File: src/rtl/shift_pkg.sv
// Shared types for the shift issue stage: funct3 codes, skid FSM states, shifter micro-op.
package shift_pkg;

  localparam logic [2:0] FUNCT3_SLL = 3'b001;
  localparam logic [2:0] FUNCT3_SR  = 3'b101;

  // Tag width of the micro-op; the stage's TAG_W parameter must match it.
  localparam int SHIFT_TAG_W = 5;

  typedef enum logic [1:0] {
    EMPTY = 2'd0,
    ONE   = 2'd1,
    TWO   = 2'd2
  } state_t;

  typedef struct packed {
    logic [31:0]            data;
    logic [4:0]             shift;
    logic                   left;
    logic                   arith;
    logic [SHIFT_TAG_W-1:0] rd;
    logic                   illegal;
  } shift_uop_t;

endpackage

File: src/rtl/shift_uop_decode.sv
// Combinational decode of an RV32 shift op into shifter operands.
// Zero latency; no flow control of its own.
module shift_uop_decode
  import shift_pkg::*;
#(
  parameter int TAG_W = SHIFT_TAG_W
) (
  input  logic [2:0]       in_funct3,
  input  logic             in_funct7_5,
  input  logic             in_is_imm,
  input  logic [31:0]      in_rs1,
  input  logic [31:0]      in_rs2,
  input  logic [4:0]       in_imm_shamt,
  input  logic [TAG_W-1:0] in_rd,
  output shift_uop_t       uop
);

  logic is_left;
  logic is_right;
  // RV32 shifts only look at rs2[4:0]; the upper bits are deliberately dropped.
  logic unused_rs2_hi;

  assign unused_rs2_hi = ^in_rs2[31:5];
  assign is_left  = (in_funct3 == FUNCT3_SLL) && !in_funct7_5;
  assign is_right = (in_funct3 == FUNCT3_SR);

  always_comb begin
    uop         = '0;
    uop.data    = in_rs1;
    uop.shift   = in_is_imm ? in_imm_shamt : in_rs2[4:0];
    uop.left    = is_left;
    uop.arith   = is_right && in_funct7_5;
    uop.rd      = in_rd;
    uop.illegal = !(is_left || is_right);
  end

endmodule

File: src/rtl/shift_issue_stage.sv
// Shift issue stage: decode, then 2-entry skid buffer with registered in_ready; 1-cycle latency.
// Optional SHIFT_ISSUE_PERF_EN adds perf_issued/perf_stall counters.
module shift_issue_stage
  import shift_pkg::*;
#(
  parameter int TAG_W = SHIFT_TAG_W
) (
  input  logic             clk,
  input  logic             rst,
  input  logic             flush,
  input  logic             in_valid,
  output logic             in_ready,
  input  logic [2:0]       in_funct3,
  input  logic             in_funct7_5,
  input  logic             in_is_imm,
  input  logic [31:0]      in_rs1,
  input  logic [31:0]      in_rs2,
  input  logic [4:0]       in_imm_shamt,
  input  logic [TAG_W-1:0] in_rd,
  output logic             out_valid,
  input  logic             out_ready,
  output logic [31:0]      out_data,
  output logic [4:0]       out_shift,
  output logic             out_shift_left,
  output logic             out_arith,
  output logic [TAG_W-1:0] out_rd,
`ifdef SHIFT_ISSUE_PERF_EN
  output logic [31:0]      perf_issued,
  output logic [31:0]      perf_stall,
`endif
  output logic             out_illegal
);

  shift_uop_t dec_uop;
  shift_uop_t out_q;
  shift_uop_t skid_q;
  state_t     state;
  logic       accept;
  logic       drain;

  shift_uop_decode #(.TAG_W(TAG_W)) u_decode (
    .in_funct3    (in_funct3),
    .in_funct7_5  (in_funct7_5),
    .in_is_imm    (in_is_imm),
    .in_rs1       (in_rs1),
    .in_rs2       (in_rs2),
    .in_imm_shamt (in_imm_shamt),
    .in_rd        (in_rd),
    .uop          (dec_uop)
  );

  assign accept = in_valid && in_ready;
  assign drain  = out_valid && out_ready;

  // in_ready is registered as "next state is not TWO", so it never depends on out_ready.
  always_ff @(posedge clk or posedge rst) begin
    if (rst) begin
      state     <= EMPTY;
      out_q     <= '0;
      skid_q    <= '0;
      out_valid <= 1'b0;
      in_ready  <= 1'b0;
    end else if (flush) begin
      state     <= EMPTY;
      out_valid <= 1'b0;
      in_ready  <= 1'b1;
    end else begin
      case (state)
        EMPTY: begin
          in_ready <= 1'b1;
          if (accept) begin
            out_q     <= dec_uop;
            out_valid <= 1'b1;
            state     <= ONE;
          end
        end
        ONE: begin
          if (accept && !drain) begin
            skid_q   <= dec_uop;
            in_ready <= 1'b0;
            state    <= TWO;
          end else if (drain && !accept) begin
            out_valid <= 1'b0;
            state     <= EMPTY;
          end else if (drain && accept) begin
            out_q <= dec_uop;
          end
        end
        TWO: begin
          if (drain) begin
            out_q    <= skid_q;
            in_ready <= 1'b1;
            state    <= ONE;
          end
        end
        default: begin
          out_valid <= 1'b0;
          in_ready  <= 1'b1;
          state     <= EMPTY;
        end
      endcase
    end
  end

  assign out_data       = out_q.data;
  assign out_shift      = out_q.shift;
  assign out_shift_left = out_q.left;
  assign out_arith      = out_q.arith;
  assign out_rd         = out_q.rd;
  assign out_illegal    = out_q.illegal;

`ifdef SHIFT_ISSUE_PERF_EN
  // Counters survive flush; only reset clears them.
  always_ff @(posedge clk or posedge rst) begin
    if (rst) begin
      perf_issued <= '0;
      perf_stall  <= '0;
    end else begin
      if (out_valid && out_ready)  perf_issued <= perf_issued + 32'd1;
      if (out_valid && !out_ready) perf_stall  <= perf_stall + 32'd1;
    end
  end
`endif

endmodule

File: config.mk
export PLATFORM = sky130hd
export DESIGN_NAME = shift_issue_stage
export DESIGN_NICKNAME = d
export VERILOG_FILES = /design/src/rtl/shift_pkg.sv /design/src/rtl/shift_uop_decode.sv /design/src/rtl/shift_issue_stage.sv
export SDC_FILE = /design/constraint.sdc
export NUM_CORES = 1
export LEC_CHECK = 0
export CAP_MARGIN = 20
export CORE_MARGIN = 4
export CORE_UTILIZATION = 43
export DETAILED_ROUTE_END_ITERATION = 7
export GPL_ROUTABILITY_DRIVEN = 0
export PLACE_DENSITY_LB_ADDON = 0.12
export SLEW_MARGIN = 20
export SYNTH_ARGS = -nofsm -noshare
export SYNTH_HDL_FRONTEND = slang
export SYNTH_SLANG_ARGS = --single-unit
File: constraint.sdc
create_clock -name clk -period 2.6 [get_ports clk]
set_input_delay 0.26 -clock clk [delete_from_list [all_inputs] [get_ports clk]]
set_output_delay 0.26 -clock clk [all_outputs]
set_load 0.02 [all_outputs]
## Word level (Yosys, flattened, before mapping)

Cells that the tools add are included.

- Register bits after elaboration: 94
- Word-level logic and storage cells: 73
- Output and inout bits: 47

- Muxes and demuxes: 22
- Bitwise operators: 1
- Equal/unequal tests: 16
- Reductions and logical operators: 19

Operators with widths:

| kind | number |
|---|---|
| two-way mux 45 bit | 5 |
| one-hot mux 45 bit (3 select lines) | 1 |
| inequality test 3 bit, second input constant | 5 |
| inequality test 2 bit, second input constant | 6 |
| two-way mux 2 bit | 5 |
| logical AND 1 bit | 7 |
| two-way mux 1 bit | 7 |
| AND reduction 7 bit | 1 |
| one-hot mux 2 bit (3 select lines) | 1 |
| AND reduction 3 bit | 2 |
| two-way mux 5 bit | 1 |
| zero test 1 bit | 4 |
| inequality test 4 bit, second input constant | 1 |
| AND reduction 4 bit | 1 |
| equality test 3 x 1 -> 1 bit, second input constant | 1 |
| equality test 3 bit, second input constant | 1 |
| one-hot mux 1 bit (3 select lines) | 1 |
| nonzero test 3 bit | 1 |
| equality test 2 x 1 -> 1 bit, second input constant | 1 |
| equality test 2 bit, second input constant | 1 |
| zero test 2 bit | 1 |
| one-hot mux 1 bit (2 select lines) | 1 |
| AND reduction 2 bit | 1 |
| logical OR 1 bit | 1 |
| NOT 1 bit | 1 |

## Depth between registers and ports, before layout

- Depth in word-level cells: 8
- Mapped depth: 5
- Gate-level depth less buffers: 3

## By module

From an unflattened synthesis, not the netlist that was laid out.

- Cells, all modules: 438
- Area total of the unflattened synthesis: 5116.2 um^2

Modules (own cells, without submodules):

| module | cells an instance | area each (um^2) | sequential area each (um^2) | times used |
|---|---|---|---|---|
| shift_issue_stage | 390 | 4745.8 | 2352.3 | 1 |
| shift_uop_decode | 48 | 370.4 | 0.0 | 1 |

## Worst setup path before layout

OpenSTA, ideal clock, no wires.

- Path type: flip-flop to flip-flop
- From: register out_valid
- To: register skid_q[0] (netlist name)
- Cell stages (with the launch flop): 6
- Arrival time: 1.793 ns
- Setup slack: 0.682 ns
- Clock period less this slack: 1.918 ns
- Path through: dfrtp_1 and2_4 or4b_1 buf_6 buf_12 mux2_4

- Word-level cells in the longest chain between the ends: 4

Ends and longest elaborated chain:

| what | RTL line | RTL |
|---|---|---|
| start, declared | shift_issue_stage.sv:20 | `output logic out_valid,` |
| start signal, assigned | shift_issue_stage.sv:61 | `out_valid <= 1'b0;` |
| start signal, assigned | shift_issue_stage.sv:65 | `out_valid <= 1'b0;` |
| start signal, assigned | shift_issue_stage.sv:73 | `out_valid <= 1'b1;` |
| logical AND 1 bit | shift_issue_stage.sv:53 | `assign drain = out_valid && out_ready;` |
| zero test 1 bit | shift_issue_stage.sv:78 | `if (accept && !drain) begin` |
| logical AND 1 bit | shift_issue_stage.sv:78 |  |
| AND reduction 3 bit (no line) | n/a |  |
| end signal, assigned | shift_issue_stage.sv:79 | `skid_q <= dec_uop;` |
| end, declared | shift_issue_stage.sv:36 | `shift_uop_t skid_q;` |

Every way passes these cells.
A chain may end at the register's enable or synchronous reset.

## Final worst setup path

- From: register out_valid
- To: register skid_q[16] (netlist name)

Same word-level chain as after synthesis.

==> flow_summary.yaml <==
routing:
  first_pass_iters: 4
  drc: 0
  antenna_left: 0
  num_vias: 2635
  post_drt_wl_per_cell_um: 16.9
  vias_per_cell: 5.03
  wl_mm: 8.86
  drt_iter0_markers: 34
run_status:
  status: "finished, final reports clean"
clock_network:
  cts_setup_buffers: 0
  cts_resized: 0
  cts_max_level: 3
  cts_buffers: 9
  hold_buffers: 0
  root_buffer: "clkbuf_8"
  clk_pin_slew_ns: 0.10
  cts_tree: "done"
  cts_buffer_depth: 2
  clock_latency_ns: 0.35
  clock_sinks: 94
global_route:
  use_met1_pct: 19.1
  grt_overflow: 0
  met2_usage_pct: 24.8
  met3_usage_pct: 5.99
  antenna_found_initial: 0
  grt-busiest-layer: "met2"
  grtUsageTotal_pct: 15.2
  grt_max_degree: 95
  grt_pass1_wl_mm: 14.2
  grt_pass1_vias: 2818
worst_setup_path:
  crit_type: "flip-flop to flip-flop"
  critPathSlowestCell: "or4b_4"
  worstPathCellList: "and2_4 > or4b_4 > buf_4 > mux2_4"
  critPathMaxFanout: 25
  crit_path_end_kind: "flip-flop"
  cp-start-kind: "flip-flop"
  crit_path_max_incr_delay_ns: 0.51
  critPathArrivalTime_ns: 2.20
  cp.required_ns: 2.83
finish:
  stdcell_count: 524
  fin_nets: 470
  drive_gt1_share_pct: 42.2
  syn_to_final_growth_pct: 30.7
  antenna_cells: 0
timing:
  relSlewSlack_pct: 66.0
  layout_min_cycle_time_ns: 1.96
  final-max-slew-violation-count: 0
  fin_crit_sh_pct: 75.5
  maxClockFrequency_mhz: 509
  finalSetupTns_ns: 0
  timing_hold_violations_final: 0
  skew_ns: 0.00952
  tightestPinTransition_ns: 0.510
  setup_violations: 0
  rsz0062_at_grt: "false"
placed_design:
  portBuffers: 103
  placedCellCount: 508
  dp_hpwl_mm: 5.69
logic_synthesis:
  netlist_area_mm2: 0.00447
  synth_mux_area_share_pct: 38.6
  synth_compound_area_share_pct: 2.32
  synthAdderAreaFrac_pct: 0
  synth_xor_area_share_pct: 0
  yosys.area_share.simple_pct: 2.69
  synth_area_per_cell_um2: 16.0
  synth_seq_cells: 94
  synth_cells: 280
  synth.net_count: 364
  yosys_warnings: 0
  seq_area_frac_synth_pct: 52.6
  synth_cell_type_count: 34
  synth_top_family_by_area: "multiplexers"
worst_hold_path:
  hold_path_class: "primary input to async pin"
floorplan:
  start_util_pct: 44.9
  chipWidth_um: 110
  die_area_mm2: 0.0121
  pin_count: 131
  die_y_um: 110
  core_area_mm2: 0.00995
  rows: 36
power:
  power_density_mw_per_mm2: 928
  ir_drop_uv: 489
  p_leak_nw: 2.56
run:
  drv_cap: 0
## cell families (layout without fill, tap and decap cells)
family          Yosys count  in the layout
compound gates           12             12
buf+inv                  17            128
flops                    94             94
mux                     140            140
simple gates             17             17
## report_power, final
group          internal, mW  switching [mW]  leakage, nW  total, mW
clock network         0.606           0.530        0.121       1.14
registers              2.04           0.311         1.13       2.35
logic                  1.20           0.723         1.31       1.93
total                  3.85            1.56         2.56       5.42
## flip-flops by register name, indices dropped and copies added, names as in the netlist, 2 cells and up
name,cells
skid_q,45
out_data,32
out_rd,5
out_shift,5
state,2
## cell type report
class	instances	area, um^2
Multi-Input combinational cell	169	1960
Clock buffer	11	151
Timing Repair Buffer	109	1110
Inverter	3	15.0
Tap cell	133	166
Fill cell	787	4110
Clock inverter	5	86.3
Sequential cell	94	2350
## cells in the final DEF, fill, tap and decap left out, types with 2 or more instances in the layout
cell	netlist	routed
a21oi_1	2	2
buf_4	0	3
inv_1	3	2
a21boi_0	2	2
clkbuf_8	0	11
inv_6	0	3
mux2_2	96	96
mux2_4	40	40
nand2_1	2	2
buf_12	4	3
bufinv_16	0	2
dfrtp_1	94	94
mux2_1	3	3
clkdlybuf4s50_1	0	103
nand2b_1	3	2
## cells in the mapped netlist, drive strengths merged
| master | count | area [um^2] |
|---|---|---|
| mux2 | 139 | 1720 |
| dfrtp | 94 | 2350 |
| buf | 10 | 141 |
| clkbuf | 4 | 15.0 |
| inv | 3 | 11.3 |
| nand2b | 3 | 18.8 |
| a21boi | 2 | 15.0 |
| a21oi | 2 | 10.0 |
| nand2 | 2 | 7.51 |
| nor2b | 2 | 15.0 |
| o32ai | 2 | 36.3 |
| a211o | 1 | 8.76 |
| a211oi | 1 | 7.51 |
| a21o | 1 | 7.51 |
| a31oi | 1 | 6.26 |
| and2 | 1 | 8.76 |
| and3b | 1 | 8.76 |
| and4b | 1 | 10.0 |
| mux2i | 1 | 10.0 |
| nand3 | 1 | 5.00 |
| nand3b | 1 | 7.51 |
| nor3b | 1 | 7.51 |
| nor4b | 1 | 8.76 |
| o21ai | 1 | 5.00 |
| o21bai | 1 | 7.51 |
| or2 | 1 | 6.26 |
| or3 | 1 | 6.26 |
| or4b | 1 | 10.0 |
## metrics by stage
step           utilization, %  setup slack (ns)  power (mW)  hold slack [ns]  cell area [um^2]
4_1_cts                  58.7             0.630        5.50            0.407              5840
5_1_grt                  58.7             0.561        5.73            0.423              5840
6_report                 58.7             0.637        5.42            0.403              5840
2_1_floorplan               -             0.682        3.54            0.323              4470
3_5_place_dp             56.3             0.336        4.33            0.481              5600
3_3_place_gp             56.3             0.328        4.28            0.469              5600
## critical path, delay by kind of cell (launching register included)
kind                   cells  cell delay [ns]
and+or+nand+nor            2             0.72
buffers and inverters      1             0.30
DFF                        1             0.46
muxes                      1             0.35
## metal layers
layer  up-vias  part of all wire [%]
li1       1223                     -
met1      1339                    44
met2        71                    48
met3         2                   7.7
met4         0                  0.43
met5         -                     0
## worst paths after layout
check	end	start	slack [ns]	cells after the start
min	skid_q[30]	rst	0.40	3
max in group asynchronous	out_rd[2]	rst	1.84	3
max reg2reg	skid_q[16]	out_valid	0.64	4
min reg2reg	out_data[30]	out_data[30]	0.50	1
min in group clk	out_data[30]	out_data[30]	0.50	1
max	skid_q[16]	out_valid	0.64	4
(Power assumes the default switching activity.)
